### config.mk
export PLATFORM = sky130hd
export DESIGN_NAME = uart_tx_arb
export DESIGN_NICKNAME = d
export VERILOG_FILES = /design/src/rtl/uart_tx_arb_pkg.sv /design/src/rtl/uart_tx_arb_rr_pick.sv /design/src/rtl/uart_tx_arb.sv
export SDC_FILE = /design/constraint.sdc
export NUM_CORES = 1
export LEC_CHECK = 0
export ABC_AREA = 1
export BUFFER_PORTS_ARGS = -buffer_cell sky130_fd_sc_hd__buf_4
export CORE_UTILIZATION = 40
export CTS_BUF_LIST = sky130_fd_sc_hd__clkbuf_4
export DETAILED_ROUTE_END_ITERATION = 8
export RECOVER_POWER = 50
export REMOVE_ABC_BUFFERS = 1
export SLEW_MARGIN = 20
export SYNTH_ARGS = -nofsm -noshare
export SYNTH_HDL_FRONTEND = slang
export SYNTH_SLANG_ARGS = --single-unit
export TNS_END_PERCENT = 50
### constraint.sdc
create_clock -name clk -period 2.5 [get_ports clk]
set_input_delay 0.375 -clock clk [delete_from_list [all_inputs] [get_ports clk]]
set_output_delay 0.375 -clock clk [all_outputs]
set_load 0.02 [all_outputs]
### src/rtl/uart_tx_arb_pkg.sv
// Shared types and constants for the frame-atomic UART tx FIFO arbiter.
package uart_tx_arb_pkg;

  typedef enum logic [1:0] {
    IDLE = 2'd0,
    XFER = 2'd1,
    PAD  = 2'd2
  } state_t;

  localparam logic [7:0] PAD_BYTE      = 8'h00;
  localparam logic [1:0] SETTLE_CYCLES = 2'd2;

  function automatic int unsigned wrap_inc(
    input int unsigned i,
    input int unsigned n
  );
    return (i + 1 >= n) ? 0 : i + 1;
  endfunction

endpackage

### src/rtl/uart_tx_arb_rr_pick.sv
// Round-robin first-one search over req, starting at ptr.
module rr_pick #(
  parameter int N  = 2,
  parameter int IW = (N > 1) ? $clog2(N) : 1
) (
  input  logic [N-1:0]  req,
  input  logic [IW-1:0] ptr,
  output logic [IW-1:0] idx,
  output logic          found
);

  int j;

  always_comb begin
    idx   = '0;
    found = 1'b0;
    j     = 0;
    for (int k = 0; k < N; k++) begin
      j = (int'(ptr) + k) % N;
      if (!found && req[IW'(j)]) begin
        found = 1'b1;
        idx   = IW'(j);
      end
    end
  end

endmodule

### src/rtl/uart_tx_arb.sv
// Frame-atomic arbiter sharing one UART tx FIFO between frame producers.
// Stalled frames time out and are zero-padded to keep line framing.
module uart_tx_arb
  import uart_tx_arb_pkg::*;
#(
  parameter int NUM_REQ    = 2,
  parameter int FIFO_DEPTH = 4096,
  parameter int USEDW_W    = 12,
  parameter int TIMEOUT    = 1024
) (
  input  logic                   clk,
  input  logic                   rst,
  input  logic [NUM_REQ-1:0]     req,
  input  logic [NUM_REQ*8-1:0]   req_len,
  output logic [NUM_REQ-1:0]     gnt,
  input  logic [NUM_REQ*8-1:0]   din,
  input  logic [NUM_REQ-1:0]     din_valid,
  output logic [NUM_REQ-1:0]     din_ready,
  output logic                   tx_fifo_wen,
  output logic [7:0]             tx_fifo_wdata,
  input  logic                   tx_fifo_full,
  input  logic [USEDW_W-1:0]     tx_fifo_usedw,
  output logic                   frame_done,
  output logic                   err_timeout
);

  localparam int IW = (NUM_REQ > 1) ? $clog2(NUM_REQ) : 1;
  localparam int SW = $clog2(TIMEOUT + 1);
  localparam int FW = USEDW_W + 1;

  localparam logic [NUM_REQ-1:0] ONE = NUM_REQ'(1);

  state_t        state;
  logic [IW-1:0] rr_ptr;
  logic [IW-1:0] sel;
  logic [IW-1:0] cand;
  logic [IW-1:0] sel_next;
  logic [IW-1:0] cand_next;
  logic          found;
  logic [1:0]    settle_cnt;
  logic [7:0]    remain;
  logic [7:0]    cand_len;
  logic [7:0]    cur_din;
  logic [SW-1:0] stall;
  logic [FW-1:0] free;
  logic [FW-1:0] need;
  logic          accept;

  rr_pick #(
    .N  (NUM_REQ),
    .IW (IW)
  ) u_pick (
    .req   (req),
    .ptr   (rr_ptr),
    .idx   (cand),
    .found (found)
  );

  always_comb begin
    cand_len = '0;
    cur_din  = '0;
    for (int i = 0; i < NUM_REQ; i++) begin
      if (cand == IW'(i)) cand_len = req_len[i*8 +: 8];
      if (sel == IW'(i))  cur_din  = din[i*8 +: 8];
    end
  end

  // Space left after the current fill, compared against the whole frame.
  assign free = FW'(FIFO_DEPTH - 1) - {1'b0, tx_fifo_usedw};
  assign need = FW'(cand_len);

  assign sel_next  = IW'(wrap_inc(32'(sel), NUM_REQ));
  assign cand_next = IW'(wrap_inc(32'(cand), NUM_REQ));

  always_comb begin
    din_ready = '0;
    if (state == XFER && remain != '0 && !tx_fifo_full)
      din_ready[sel] = 1'b1;
  end

  assign accept = |(din_valid & din_ready);

  always_ff @(posedge clk) begin
    if (rst) begin
      state         <= IDLE;
      rr_ptr        <= '0;
      sel           <= '0;
      settle_cnt    <= '0;
      remain        <= '0;
      stall         <= '0;
      gnt           <= '0;
      tx_fifo_wen   <= 1'b0;
      tx_fifo_wdata <= '0;
      frame_done    <= 1'b0;
      err_timeout   <= 1'b0;
    end else begin
      tx_fifo_wen <= 1'b0;
      frame_done  <= 1'b0;
      err_timeout <= 1'b0;
      unique case (state)
        IDLE: begin
          gnt   <= '0;
          stall <= '0;
          if (settle_cnt != '0) begin
            settle_cnt <= settle_cnt - 2'd1;
          end else if (found && free >= need) begin
            gnt <= ONE << cand;
            sel <= cand;
            if (cand_len == '0) begin
              frame_done <= 1'b1;
              rr_ptr     <= cand_next;
              settle_cnt <= SETTLE_CYCLES;
            end else begin
              remain <= cand_len;
              state  <= XFER;
            end
          end
        end
        XFER: begin
          if (accept) begin
            tx_fifo_wen   <= 1'b1;
            tx_fifo_wdata <= cur_din;
            remain        <= remain - 8'd1;
            stall         <= '0;
            if (remain == 8'd1) begin
              frame_done <= 1'b1;
              gnt        <= '0;
              rr_ptr     <= sel_next;
              settle_cnt <= SETTLE_CYCLES;
              state      <= IDLE;
            end
          end else begin
            if (stall != SW'(TIMEOUT))
              stall <= stall + SW'(1);
            if (stall == SW'(TIMEOUT - 1)) begin
              state       <= PAD;
              err_timeout <= 1'b1;
              gnt         <= '0;
            end
          end
        end
        PAD: begin
          if (!tx_fifo_full && remain != '0) begin
            tx_fifo_wen   <= 1'b1;
            tx_fifo_wdata <= PAD_BYTE;
            remain        <= remain - 8'd1;
            if (remain == 8'd1) begin
              frame_done <= 1'b1;
              rr_ptr     <= sel_next;
              settle_cnt <= SETTLE_CYCLES;
              state      <= IDLE;
            end
          end
        end
        default: state <= IDLE;
      endcase
    end
  end

endmodule

# Word level (Yosys, flattened, before mapping)
# Index checks and enable logic that the tools add are counted.
# totals
ff_bits,38
inputBits,51
out_inout_bits,15
elab_cells,136
# classes
n_addsub,7
magnitude_cmp,7
n_eq_ne,16
n_shift,1
mux,66
bitwise,3
n_reduce_logical,25
# ops
op,count
$mux W8,9
$mux W2,19
$mux W1,26
$pmux W8 S3,1
$mux W11,2
$pmux W11 S2,1
$pmux W8 S2,1
$ge A13 B8 Y1,1
$sub A12 B12 Y13 const A,1
$ne A2 B2 Y1 const B,6
$pmux W2 S3,2
$reduce_and A6 Y1,2
$add A11 B1 Y11 const B,1
$eq A11 B10 Y1 const B,1
$ne A11 B11 Y1 const B,1
$reduce_and A5 Y1,2
$ne A3 B2 Y1 const B,3
$reduce_and A3 Y1,3
$eq A8 B1 Y1 const B,1
$logic_not A8 Y1,1
$reduce_bool A8 Y1,1
$sub A8 B1 Y8 const B,1
$logic_and A1 B1 Y1,6
$lt A1 B3 Y1 const B,2
other kinds (23),31

# Longest topological paths before layout
# Gate-level depths: netlist of run 1.
# logic_depth
depth_word,14
mapped_depth,21
depth_no_buf,19

# By module
# A second synthesis of run 1 with hierarchy kept.
# hier_totals
cells_unflattened,490
hier_area_um2,2959.1
# modules_own_cells
mod,instances,cells_per_inst,area_per_inst_um2,seq_area_each_um2
uart_tx_arb,1,487,2944.1,760.7
rr_pick,1,3,15.0,0.0

# Worst setup path after synthesis of run 1
# Ideal clock, no wire load.
# synth_timing
path_type,input to register
start,input port req[0]
end,register remain[7]
setup_time_ps,112
arrival_time_ps,2048
required_time_ps,2388
path_slack_ps,340
path_stages,18
path_cell_list,buf_6 nand2_4 buf_12 nand2_2 nand2_2 ha_1 nand2_1 nor2_1 inv_1 nor2_1 nor2_1 nand2_1 nand3_2 nand2_2 nand3_4 buf_8 nor2_1 nor2_2
# synth_via
elab_chain_cells,11
word_cells_on_any_way,21
classes_between,order compare (1); eq/ne (2); mux (13); reduce/logical (5)
# synth_rtl
item,line,text
"start, declared",uart_tx_arb.sv:13,"input logic [NUM_REQ-1:0] req,"
$mux W1 (implied by the code) (2 in a row),uart_tx_arb_rr_pick.sv:20,if (!found && req[IW'(j)]) begin
$mux W1,uart_tx_arb_rr_pick.sv:20,
$logic_not A1 Y1,uart_tx_arb_rr_pick.sv:20,
$logic_and A1 B1 Y1,uart_tx_arb_rr_pick.sv:20,
$mux W1,uart_tx_arb_rr_pick.sv:20,
$mux W8,uart_tx_arb.sv:63,if (cand == IW'(i)) cand_len = req_len[i*8 +: 8];
$ge A13 B8 Y1 or $mux W8 (tied branches),"uart_tx_arb.sv:106, uart_tx_arb.sv:109",
$logic_and A1 B1 Y1 or $mux W8 (tied branches),uart_tx_arb.sv:106,end else if (found && free >= need) begin
$ne A2 B2 Y1 (no line) or $mux W8 (tied branches),n/a,
$reduce_and A6 Y1 (no line) or $pmux W8 S3 (tied branches),n/a,
"end signal, assigned",uart_tx_arb.sv:114,remain <= cand_len;
"end signal, assigned",uart_tx_arb.sv:123,remain <= remain - 8'd1;
"end signal, assigned",uart_tx_arb.sv:146,remain <= remain - 8'd1;
"end, declared",uart_tx_arb.sv:41,logic [7:0] remain;
# Parallel ways exist; a longest one is shown, timed or not. The select of a mux whose other input is x is not followed.
# A chain may end at the register's enable or synchronous reset.

# Worst setup path in the final report of run 1
# layout_timing
start,register state[1]
end,register stall[2]
# layout_via
elab_chain_cells,8
word_cells_on_any_way,12
classes_between,eq/ne (2); mux (3); bitwise (1); reduce/logical (6)
# layout_rtl
item,line,text
"start, declared",uart_tx_arb.sv:33,state_t state;
"start signal, assigned",uart_tx_arb.sv:85,state <= IDLE;
"start signal, assigned",uart_tx_arb.sv:115,state <= XFER;
"start signal, assigned",uart_tx_arb.sv:130,state <= IDLE;
$eq A2 B1 Y1,"uart_tx_arb.sv:77, uart_tx_arb.sv:100",
$logic_and A1 B1 Y1 (2 in a row),uart_tx_arb.sv:77,if (state == XFER && remain != '0 && !tx_fifo_full)
$mux W2,uart_tx_arb.sv:77,
$and A2 B2 Y2,uart_tx_arb.sv:81,assign accept = |(din_valid & din_ready);
$reduce_or A2 Y1,uart_tx_arb.sv:81,
$mux W11 or $ne A3 B2 Y1 (tied branches),n/a,
$pmux W11 S2 or $reduce_and A2 Y1 (tied branches),n/a,
"end signal, assigned",uart_tx_arb.sv:134,stall <= stall + SW'(1);
"end, declared",uart_tx_arb.sv:44,logic [SW-1:0] stall;
# Parallel ways exist; a longest one is shown, timed or not.

==> results of run 1 <==
[metrics by stage]
step                      instances  hold WS [ns]  area, sq um  setup slack [ns]
after floorplan                 454         0.444         2910             0.309
after global placement          624         0.469         3570            0.0517
after detailed placement        624         0.474         3570            0.0121
after CTS                       631         0.290         3640             0.189
after global routing            632         0.290         3600            0.0195
final                           632         0.297         3600             0.177
[flip-flops by register name, summed over array words and instances (netlist names)]
| signal | cells |
|---|---|
| frame_done | 1 |
| gnt | 2 |
| err_timeout | 1 |
| sel | 1 |
| remain | 8 |
| state | 2 |
| tx_fifo_wen | 1 |
| rr_ptr | 1 |
| settle_cnt | 2 |
| stall | 11 |
| tx_fifo_wdata | 8 |
[cell type report]
class	count	area, sq um
clock buffers	5	37.5
clock inverters	2	33.8
fillers	783	3650
inverters	82	313
multi-input cells	335	1850
flip-flops and latches	38	762
well taps	99	124
repair buffers	71	484
[critical path, delay by kind of cell, from the launching register on]
kind,cells,cell delay (ns)
flops,1,0.39
compound gates,1,0.17
simple gates,5,1.00
fa+ha+maj,1,0.45
buf+inv,2,0.21
[routing by layer]
| layer | GRT usage [%] | vias up | part of all wire [%] |
|---|---|---|---|
| met4 | 4.69 | 0 | 1.2 |
| met3 | 3.45 | 10 | 5.9 |
| met1 | 25.3 | 1322 | 48 |
| li1 | - | 1596 | - |
| met2 | 31.5 | 81 | 45 |
| met5 | 0 | - | 0 |
[worst min path at each step]
stage / startpoint / endpoint / slack [ns] / cells after the start
after floorplan: rst / gnt[0] / 0.44 / 1
after global placement: settle_cnt[0] / settle_cnt[0] / 0.47 / 2
after detailed placement: gnt[1] / gnt[1] / 0.47 / 2
after CTS: rst / state[1] / 0.29 / 2
after global routing: rst / stall[3] / 0.29 / 2
final: rst / state[1] / 0.30 / 2
[cell families (layout without fill, tap and decap cells)]
| group | after synthesis | count (layout) |
|---|---|---|
| buffers and inverters | 95 | 160 |
| and+or+nand+nor | 242 | 243 |
| adders and majority gates | 19 | 19 |
| xor gates and xnor gates | 4 | 4 |
| DFF | 38 | 38 |
| AOI/OAI and AO/OA | 69 | 69 |
[cells in the final DEF, fill, tap and decap left out, drive strengths merged]
cell type	synthesis	routed
clkinv	0	1
nand2	125	125
o21ai	30	30
nor4	2	2
bufinv	0	1
ha	19	19
nand4	7	7
a31oi	1	1
buf	7	58
a21oi	34	34
nand3	28	29
o211ai	1	1
dfxtp	38	38
o31ai	1	1
nor3	9	9
nand3b	1	1
clkbuf	6	18
nor2	70	70
xor2	4	4
a22oi	2	2
inv	82	82
[power groups by stage]
stage / Sequential (mW) / Combinational [mW] / Clock [mW]
CTS: 0.914 / 2.30 / 0.428
global route: 0.939 / 2.61 / 0.455
global placement: 0.921 / 2.26 / 0
finish: 0.913 / 2.29 / 0.413
detailed placement: 0.929 / 2.29 / 0
floorplan: 0.985 / 1.64 / 0
==> impl_metrics.env, run 1 <==
export IMPL_detail_route_antenna_nets=0
export IMPL_cp_arrival_ns=2.57
export IMPL_cts_hold_buf=0
export IMPL_irDropWorstVdd_v=0.000304
export IMPL_post_drt_wl_per_cell_um=11.5
export IMPL_final_util_pct=49.6
export IMPL_rr_endpoint="stall[2]"
export IMPL_rr_worst_depth=9
export IMPL_finalClockSkew_ns=0.00957
export IMPL_synth_top_area_share_pct=25.3
export IMPL_outcome="finished, final reports clean"
export IMPL_grt_start_max_net_pins=17
export IMPL_drv_slew=0
export IMPL_ys_flop_type="dfxtp_1"
export IMPL_finalWirelength_um=7240
export IMPL_cts_path_max_buffers=2
export IMPL_muxShareOfSynthArea_pct=0
export IMPL_ioPinCount=66
export IMPL_p_switching_mw=1.85
export IMPL_tritoncts="yes"
export IMPL_avgViaCountPerCell=4.76
export IMPL_yosysUniqueCellTypes=36
export IMPL_grt_pass1_wl_um=11700
export IMPL_yosys_area_top_type="dfxtp_1"
export IMPL_core_sq_um=7250
export IMPL_syn_to_final_growth_pct=19.6
export IMPL_hold_viol=0
export IMPL_cts_resized=0
export IMPL_cp_data_required_time_ns=2.74
export IMPL_die_width_um=88.8
export IMPL_antennaDiodeCount=0
export IMPL_reg2reg_slack_ns=0.18
export IMPL_clk_pin_slew_ns=0.12
export IMPL_powerDensity_nw_per_um2=1010
export IMPL_netlist_area_sq_um=3010
export IMPL_synthTopCellsByArea="dfxtp_1 (25%), nand2_1 (13%), inv_1 (9.9%)"
export IMPL_drc=0
export IMPL_syn_inst=467
export IMPL_drt_first_pass_iters=4
export IMPL_cp_slowest_cell="ha_1"
export IMPL_via_count=3009
export IMPL_swShare_pct=51.2
export IMPL_cts_buffers=5
export IMPL_yosys_area_share_simple_pct=38.1
export IMPL_initial_core_util_pct=41.5
export IMPL_synth_avg_cell_area_sq_um=6.45
export IMPL_endpoint="stall[2]"
export IMPL_die_area_sq_um=7880
export IMPL_slowest_delay_ns=0.45
export IMPL_portBuffers=64
export IMPL_crit_type="reg -> reg"
export IMPL_globalplace_congestion=0.822
export IMPL_htreeDepth=2
export IMPL_synthXorXnorAreaFrac_pct=1.16
export IMPL_antenna_found_initial=0
export IMPL_cts_root_buf="clkbuf_4"
export IMPL_pwr_share_clk_pct=11.4
export IMPL_startpoint="state[1]"
export IMPL_layout_drive_gt1_share_pct=22.5
export IMPL_synth_common_cells="nand2_1 (102), inv_1 (79), nor2_1 (60), dfxtp_1 (38), o21ai_0 (26)"
export IMPL_seq_power_share_pct=25.2
export IMPL_min_period_ns=2.32
export IMPL_fmax_ghz=0.431
export IMPL_p_leak_nw=1.76
export IMPL_path_max_fanout=12
export IMPL_p_int_mw=1.77
export IMPL_hp_class="in -> reg"
export IMPL_synth_top_family_by_area="simple AND/OR/NAND/NOR gates"
export IMPL_synth_adder_area_share_pct=7.90
export IMPL_rsz0062_at_grt="no"
export IMPL_tightest_slew_ns=0.552
export IMPL_row_count=31
export IMPL_min_period_over_period_pct=92.9
export IMPL_die_h_um=88.8
export IMPL_synth_seq_cells=38
export IMPL_grt_pass1_vias=2600
export IMPL_path_cells="inv_1 -> ha_1 -> nand4_1 -> nand3_4 -> nand2_1 -> nand2_1 -> inv_4 -> o21ai_0 -> nor2_1"
export IMPL_relSlewSlack_pct=63.1
export IMPL_drt_iter0_markers=123
export IMPL_worst_setup_path_start_kind="register"
export IMPL_yosysMostFrequentCell="nand2_1"
export IMPL_reg2reg_from="state[1]"
export IMPL_cp_end_kind="register"
export IMPL_synthArstFlopShare_pct=0
export IMPL_cpMostUsedCell="nand2_1"
export IMPL_grt_usage_pct=18.9
export IMPL_power_frac_comb_pct=63.4
export IMPL_p_total_mw=3.62
export IMPL_grt_ovfl_total=0
export IMPL_maxCapViolations=0
export IMPL_synth_compound_area_share_pct=13.8
export IMPL_worstSkewPairLatency_ns=0.35
export IMPL_ys_warn_count=0
export IMPL_synth_edf_count=0
export IMPL_yosysSeqAreaShare_pct=25.3
export IMPL_clock_sinks=38
export IMPL_post_cts_setup_buffers=0
export IMPL_place_hpwl_um=5600
export IMPL_tns_ns=0
export IMPL_fin_nets=603
export IMPL_final_setup_viol_count=0
Note: power is estimated with default switching activity, not from simulation.
==> run 2, diff against run 1 <==
Settings changed: MAX_ROUTING_LAYER set to met4, SETUP_SLACK_MARGIN set to 0.02, SYNTH_HIERARCHICAL set to 1.
==> impl_metrics.env, run 2 <==
export IMPL_outcome="finished, final reports clean"
export IMPL_final_util_pct=53.7
export IMPL_synth_avg_cell_area_sq_um=6.04
export IMPL_muxShareOfSynthArea_pct=0
export IMPL_dp_cells=658
export IMPL_final_cell_mix="nand2_1 (121), inv_1 (77), buf_4 (75), nor2_1 (73), dfxtp_1 (37)"
export IMPL_row_count=30
export IMPL_die_area_sq_um=7750
export IMPL_fmax_ghz=0.445
export IMPL_min_period_ns=2.25
export IMPL_regMostFlops="stall"
export IMPL_reg2reg_from="rr_ptr"
export IMPL_reg2reg_slack_ns=0.25
export IMPL_tightest_slew_ns=0.666
export IMPL_cts_buffers=5
export IMPL_path_max_fanout=9
export IMPL_maxCapViolations=0
export IMPL_synth_seq_cells=38
export IMPL_grt_pass1_wl_um=12500
export IMPL_synth_edf_count=0
export IMPL_drt_iter0_markers=81
export IMPL_cp_arrival_ns=2.55
export IMPL_cts_path_max_buffers=2
export IMPL_fin_nets=641
export IMPL_grt_ovfl_total=0
export IMPL_holdPathStages=2
export IMPL_htreeDepth=2
export IMPL_grt_start_max_net_pins=22
export IMPL_finalClockSkew_ns=0.00470
export IMPL_place_area_sq_um=3630
export IMPL_hold_end="tx_fifo_wdata[4]"
export IMPL_post_drt_wl_per_cell_um=11.5
export IMPL_synth_common_cells="nand2_1 (124), inv_1 (77), nor2_1 (73), dfxtp_1 (38), nand3_1 (31)"
export IMPL_hp_class="in -> reg"
export IMPL_synth_adder_area_share_pct=8.03
export IMPL_finalInstanceArea_sq_um=3750
export IMPL_fin_ws_ns=0.255
export IMPL_crit_type="reg -> reg"
export IMPL_drv_slew=0
export IMPL_powerDensity_nw_per_um2=1190
export IMPL_layout_cells_non_filler=668
export IMPL_avgViaCountPerCell=4.71
export IMPL_timing_hold_ws_ns=0.353
export IMPL_drt_first_pass_iters=4
export IMPL_hold_viol=0
export IMPL_antennaDiodeCount=0
export IMPL_detail_route_antenna_nets=0
export IMPL_rr_endpoint="remain[6]"
export IMPL_globalplace_congestion=0.897
export IMPL_synth_top_family_by_area="simple AND/OR/NAND/NOR gates"
export IMPL_clk_pin_slew_ns=0.13
export IMPL_synthArstFlopShare_pct=0
export IMPL_die_h_um=88.0
export IMPL_synthTopCellsByArea="dfxtp_1 (26%), nand2_1 (16%), inv_1 (9.8%)"
export IMPL_rsz0062_at_grt="no"
export IMPL_drc=0
export IMPL_layout_drive_gt1_share_pct=19.1
export IMPL_syn_to_final_growth_pct=26.7
export IMPL_grt_usage_pct=21.0
export IMPL_synth_compound_area_share_pct=12.3
export IMPL_ys_warn_count=6
export IMPL_rr_worst_depth=17
export IMPL_antenna_found_initial=0
export IMPL_portBuffers=64
export IMPL_irDropWorstVdd_v=0.000705
export IMPL_tns_ns=0
export IMPL_worst_setup_path_start_kind="register"
export IMPL_place_hpwl_um=5910
export IMPL_finalWirelength_um=7690
export IMPL_final_setup_viol_count=0
export IMPL_ioPinCount=66
export IMPL_grt_pass1_vias=2816
export IMPL_synthXorXnorAreaFrac_pct=2.07
export IMPL_core_sq_um=6980
export IMPL_relSlewSlack_pct=55.6
export IMPL_cp_data_required_time_ns=2.80
export IMPL_netlist_area_sq_um=2960
export IMPL_ys_flop_type="dfxtp_1"
export IMPL_clock_sinks=38
export IMPL_syn_inst=490
export IMPL_final_common_cell="nand2_1"
export IMPL_cts_root_buf="clkbuf_4"
export IMPL_die_width_um=88.0
export IMPL_worstSkewPairLatency_ns=0.36
export IMPL_yosysSeqAreaShare_pct=25.7
export IMPL_yosysUniqueCellTypes=32
export IMPL_largest_reg_flops=11
export IMPL_yosys_area_top_type="dfxtp_1"
export IMPL_min_period_over_period_pct=89.8
export IMPL_p_leak_nw=1.86
export IMPL_yosysMostFrequentCell="nand2_1"
export IMPL_synth_top_area_share_pct=25.7
export IMPL_hold_start="rst"
export IMPL_via_count=3143
export IMPL_yosys_area_share_simple_pct=38.4
export IMPL_cp_end_kind="register"
export IMPL_p_total_mw=4.46
export IMPL_reg_top3="stall x11, remain x8, tx_fifo_wdata x8"
export IMPL_initial_core_util_pct=42.4
export IMPL_tritoncts="yes"
export IMPL_post_place_ws_ns=-0.0316
## run 2: changes by cell type after synthesis, sizes merged, moves of 2 or more
cell	before	now
a21oi	34	26
buf	7	9
inv	82	79
nand2	125	128
nand3	28	32
nand4	7	12
nor2	70	77
nor3	9	15
o21ai	30	32
xnor2	0	3
## run 2: worst max path at each step
stage                 from         to  slack, ns  cells after the start
floorplan           req[0]  remain[0]       0.24                     17
global placement    req[0]  remain[3]      0.003                     17
detailed placement  req[0]  remain[6]      -0.03                     18
CTS                 rr_ptr  remain[6]       0.09                     17
global route        rr_ptr  remain[6]       0.02                     19
finish              rr_ptr  remain[6]       0.25                     17
## run 2: kinds of logic after synthesis
group                      count (synthesis)
AOI/OAI and AO/OA                         65
adders and majority gates                 19
DFF                                       38
and+or+nand+nor                          266
buffers and inverters                     95
xor gates and xnor gates                   7
## run 2: routing by layer
metal	track usage [%]	vias to the layer above	share of wire [%]
li1	-	1705	-
met3	3.11	9	4.3
met1	27.1	1367	50
met2	34.2	62	44
met4	5.13	0	1.4
met5	-	-	0
## run 2: critical path, stage by stage (launching register included)
cell,delay [ns]
dfxtp_2,0.34
nand2_1,0.06
inv_2,0.07
buf_4,0.14
nand2_1,0.06
nand2_1,0.08
ha_1,0.32
nand2_1,0.06
nor3_1,0.16
nand2_1,0.07
nand2_1,0.08
nand3_1,0.09
nand2_2,0.10
nand2_4,0.10
buf_4,0.18
o21ai_2,0.10
nand2_1,0.06
nor2_1,0.12
## run 2: timing repair
action / 4_1_cts / 5_1_grt
endpoints found under the setup margin: 0 / 13
hold buffers: 0 / 0
endpoints found under the hold margin: 0 / 0
gates resized for setup: 0 / 11
buffers inserted: 0 / 2
## run 2: final cells by class
cell class | instances | area (sq um)
Timing Repair Buffer | 90 | 621
Inverter | 79 | 299
Sequential cell | 38 | 762
Clock buffer | 5 | 37.5
Clock inverter | 3 | 68.8
Tap cell | 96 | 120
Fill cell | 804 | 3230
Multi-Input combinational cell | 357 | 1840
## run 2: power by group
part	internal, mW	total, mW	switching (mW)
clock	0.313	0.552	0.239
sequential	0.805	0.942	0.138
combinational	1.10	2.97	1.87
total	2.21	4.46	2.25
==> run 3, diff against run 2 <==
Settings changed: CAP_MARGIN set to 20, CORE_UTILIZATION 40 to 25.
Clock period 2.5 ns to 2.8 ns, I/O delays scaled along.
==> impl_metrics.env, run 3 (same netlist as run 2, synthesis figures left out) <==
export IMPL_worstSkewPairLatency_ns=0.34
export IMPL_pwr_share_clk_pct=9.9
export IMPL_reg_top3="stall x11, remain x8, tx_fifo_wdata x8"
export IMPL_fin_nets=627
export IMPL_layout_drive_gt1_share_pct=15.1
export IMPL_detail_route_antenna_nets=0
export IMPL_tns_ns=0
export IMPL_powerDensity_nw_per_um2=1020
export IMPL_finalInstanceArea_sq_um=3610
export IMPL_p_int_mw=1.74
export IMPL_antenna_found_initial=0
export IMPL_final_common_cell="nand2_1"
export IMPL_finalWirelength_um=7680
export IMPL_outcome="finished, final reports clean"
export IMPL_maxCapViolations=0
export IMPL_fmax_ghz=0.397
export IMPL_cp_end_kind="register"
export IMPL_relSlewSlack_pct=55.4
export IMPL_portBuffers=64
export IMPL_tightest_slew_ns=0.669
export IMPL_place_area_sq_um=3600
export IMPL_die_area_sq_um=12300
export IMPL_drt_first_pass_iters=4
export IMPL_p_leak_nw=1.78
export IMPL_grt_ovfl_total=0
export IMPL_globalplace_congestion=0.875
export IMPL_grt_pass1_vias=3011
export IMPL_final_setup_viol_count=0
export IMPL_via_count=3142
export IMPL_power_frac_comb_pct=67.1
export IMPL_cts_path_max_buffers=2
export IMPL_cp_arrival_ns=2.77
export IMPL_avgViaCountPerCell=4.49
export IMPL_hold_viol=0
export IMPL_grt_pass1_wl_um=13500
export IMPL_crit_type="reg -> reg"
export IMPL_finalClockSkew_ns=0.0103
export IMPL_swShare_pct=52.6
export IMPL_reg2reg_from="remain[0]"
export IMPL_path_max_fanout=11
export IMPL_cts_buffers=5
export IMPL_row_count=39
export IMPL_seq_power_share_pct=23.0
export IMPL_ioPinCount=66
export IMPL_post_cts_setup_buffers=0
export IMPL_die_width_um=111
export IMPL_rr_worst_depth=11
export IMPL_post_drt_wl_per_cell_um=11.0
export IMPL_largest_reg_flops=11
export IMPL_core_sq_um=11500
export IMPL_clk_pin_slew_ns=0.12
export IMPL_regMostFlops="stall"
export IMPL_htreeDepth=2
export IMPL_irDropWorstVdd_v=0.000388
export IMPL_worst_setup_path_start_kind="register"
export IMPL_grt_usage_pct=13.3
export IMPL_cts_resized=0
export IMPL_rsz0062_at_grt="no"
export IMPL_tritoncts="yes"
export IMPL_holdPathStages=2
export IMPL_hold_start="rst"
export IMPL_drc=0
export IMPL_grt_start_max_net_pins=22
export IMPL_place_hpwl_um=6090
export IMPL_min_period_ns=2.52
export IMPL_final_cell_mix="nand2_1 (125), inv_1 (77), nor2_1 (74), buf_4 (62), dfxtp_1 (38)"
export IMPL_initial_core_util_pct=25.8
export IMPL_p_switching_mw=1.93
export IMPL_cts_root_buf="clkbuf_4"
export IMPL_die_h_um=111
export IMPL_startpoint="remain[0]"
export IMPL_drt_iter0_markers=138
export IMPL_cts_hold_buf=0
export IMPL_num_fill_cells=1263
export IMPL_drv_slew=0
export IMPL_antennaDiodeCount=0
export IMPL_min_period_over_period_pct=89.9
export IMPL_cp_data_required_time_ns=3.05
export IMPL_syn_to_final_growth_pct=22.0
export IMPL_hp_class="in -> reg"
export IMPL_timing_hold_ws_ns=0.403
export IMPL_clock_sinks=38
==> run 3: layout make-up <==
cell class                 count  area (sq um)  share of cell area [%]
multi-input combinational    357          1790                    49.4
inverter                      79           297                    8.21
timing repair buffer          76           518                    14.3
clock buffer                   5          37.5                    1.04
sequential                    38           761                    21.1
clock inverter                 2          33.8                   0.936
tap                          143           179                    4.95
==> run 3: power groups by stage <==
stage | sequential, mW | combinational (mW) | clock (mW)
final | 0.843 | 2.46 | 0.362
after global routing | 0.871 | 2.83 | 0.408
after CTS | 0.844 | 2.54 | 0.380
after detailed placement | 0.856 | 2.53 | 0
after global placement | 0.850 | 2.48 | 0
after floorplan | 0.915 | 1.73 | 0
==> run 3: worst paths after layout <==
| path | to | slack [ns] |
|---|---|---|
| worst max register to register | stall[10] | 0.28 |
| worst max-delay path | stall[10] | 0.28 |
| worst min register to register | tx_fifo_wdata[5] | 0.48 |
| worst min-delay path | stall[7] | 0.40 |
==> run 3: metal layers <==
layer | part of all wire [%] | global-route usage [%] | vias to the layer above
met1 | 48 | 16.3 | 1384
met4 | 1.2 | 4.00 | 0
met2 | 47 | 22.4 | 75
met5 | 0 | - | -
li1 | - | - | 1676
met3 | 4.5 | 1.97 | 7
==> run 3: critical path: stages (launching register included) <==
cell	delay [ns]
dfxtp_1	0.36
inv_1	0.10
ha_1	0.23
nand2_2	0.08
nor2_1	0.30
nor2_4	0.06
nand4_1	0.13
nand3_2	0.27
nand2_1	0.41
nand2_1	0.21
o21ai_0	0.20
nor2_1	0.06
==> run 3: stage by stage <==
step / total power, mW / cells / utilization [%] / worst slack, ns
floorplan: 2.64 / 474 / - / 0.499
global placement: 3.33 / 693 / 31.4 / 0.171
detailed placement: 3.38 / 693 / 31.4 / 0.153
CTS: 3.76 / 700 / 32.0 / 0.348
global route: 4.11 / 700 / 31.5 / 0.0762
finish: 3.67 / 700 / 31.5 / 0.284
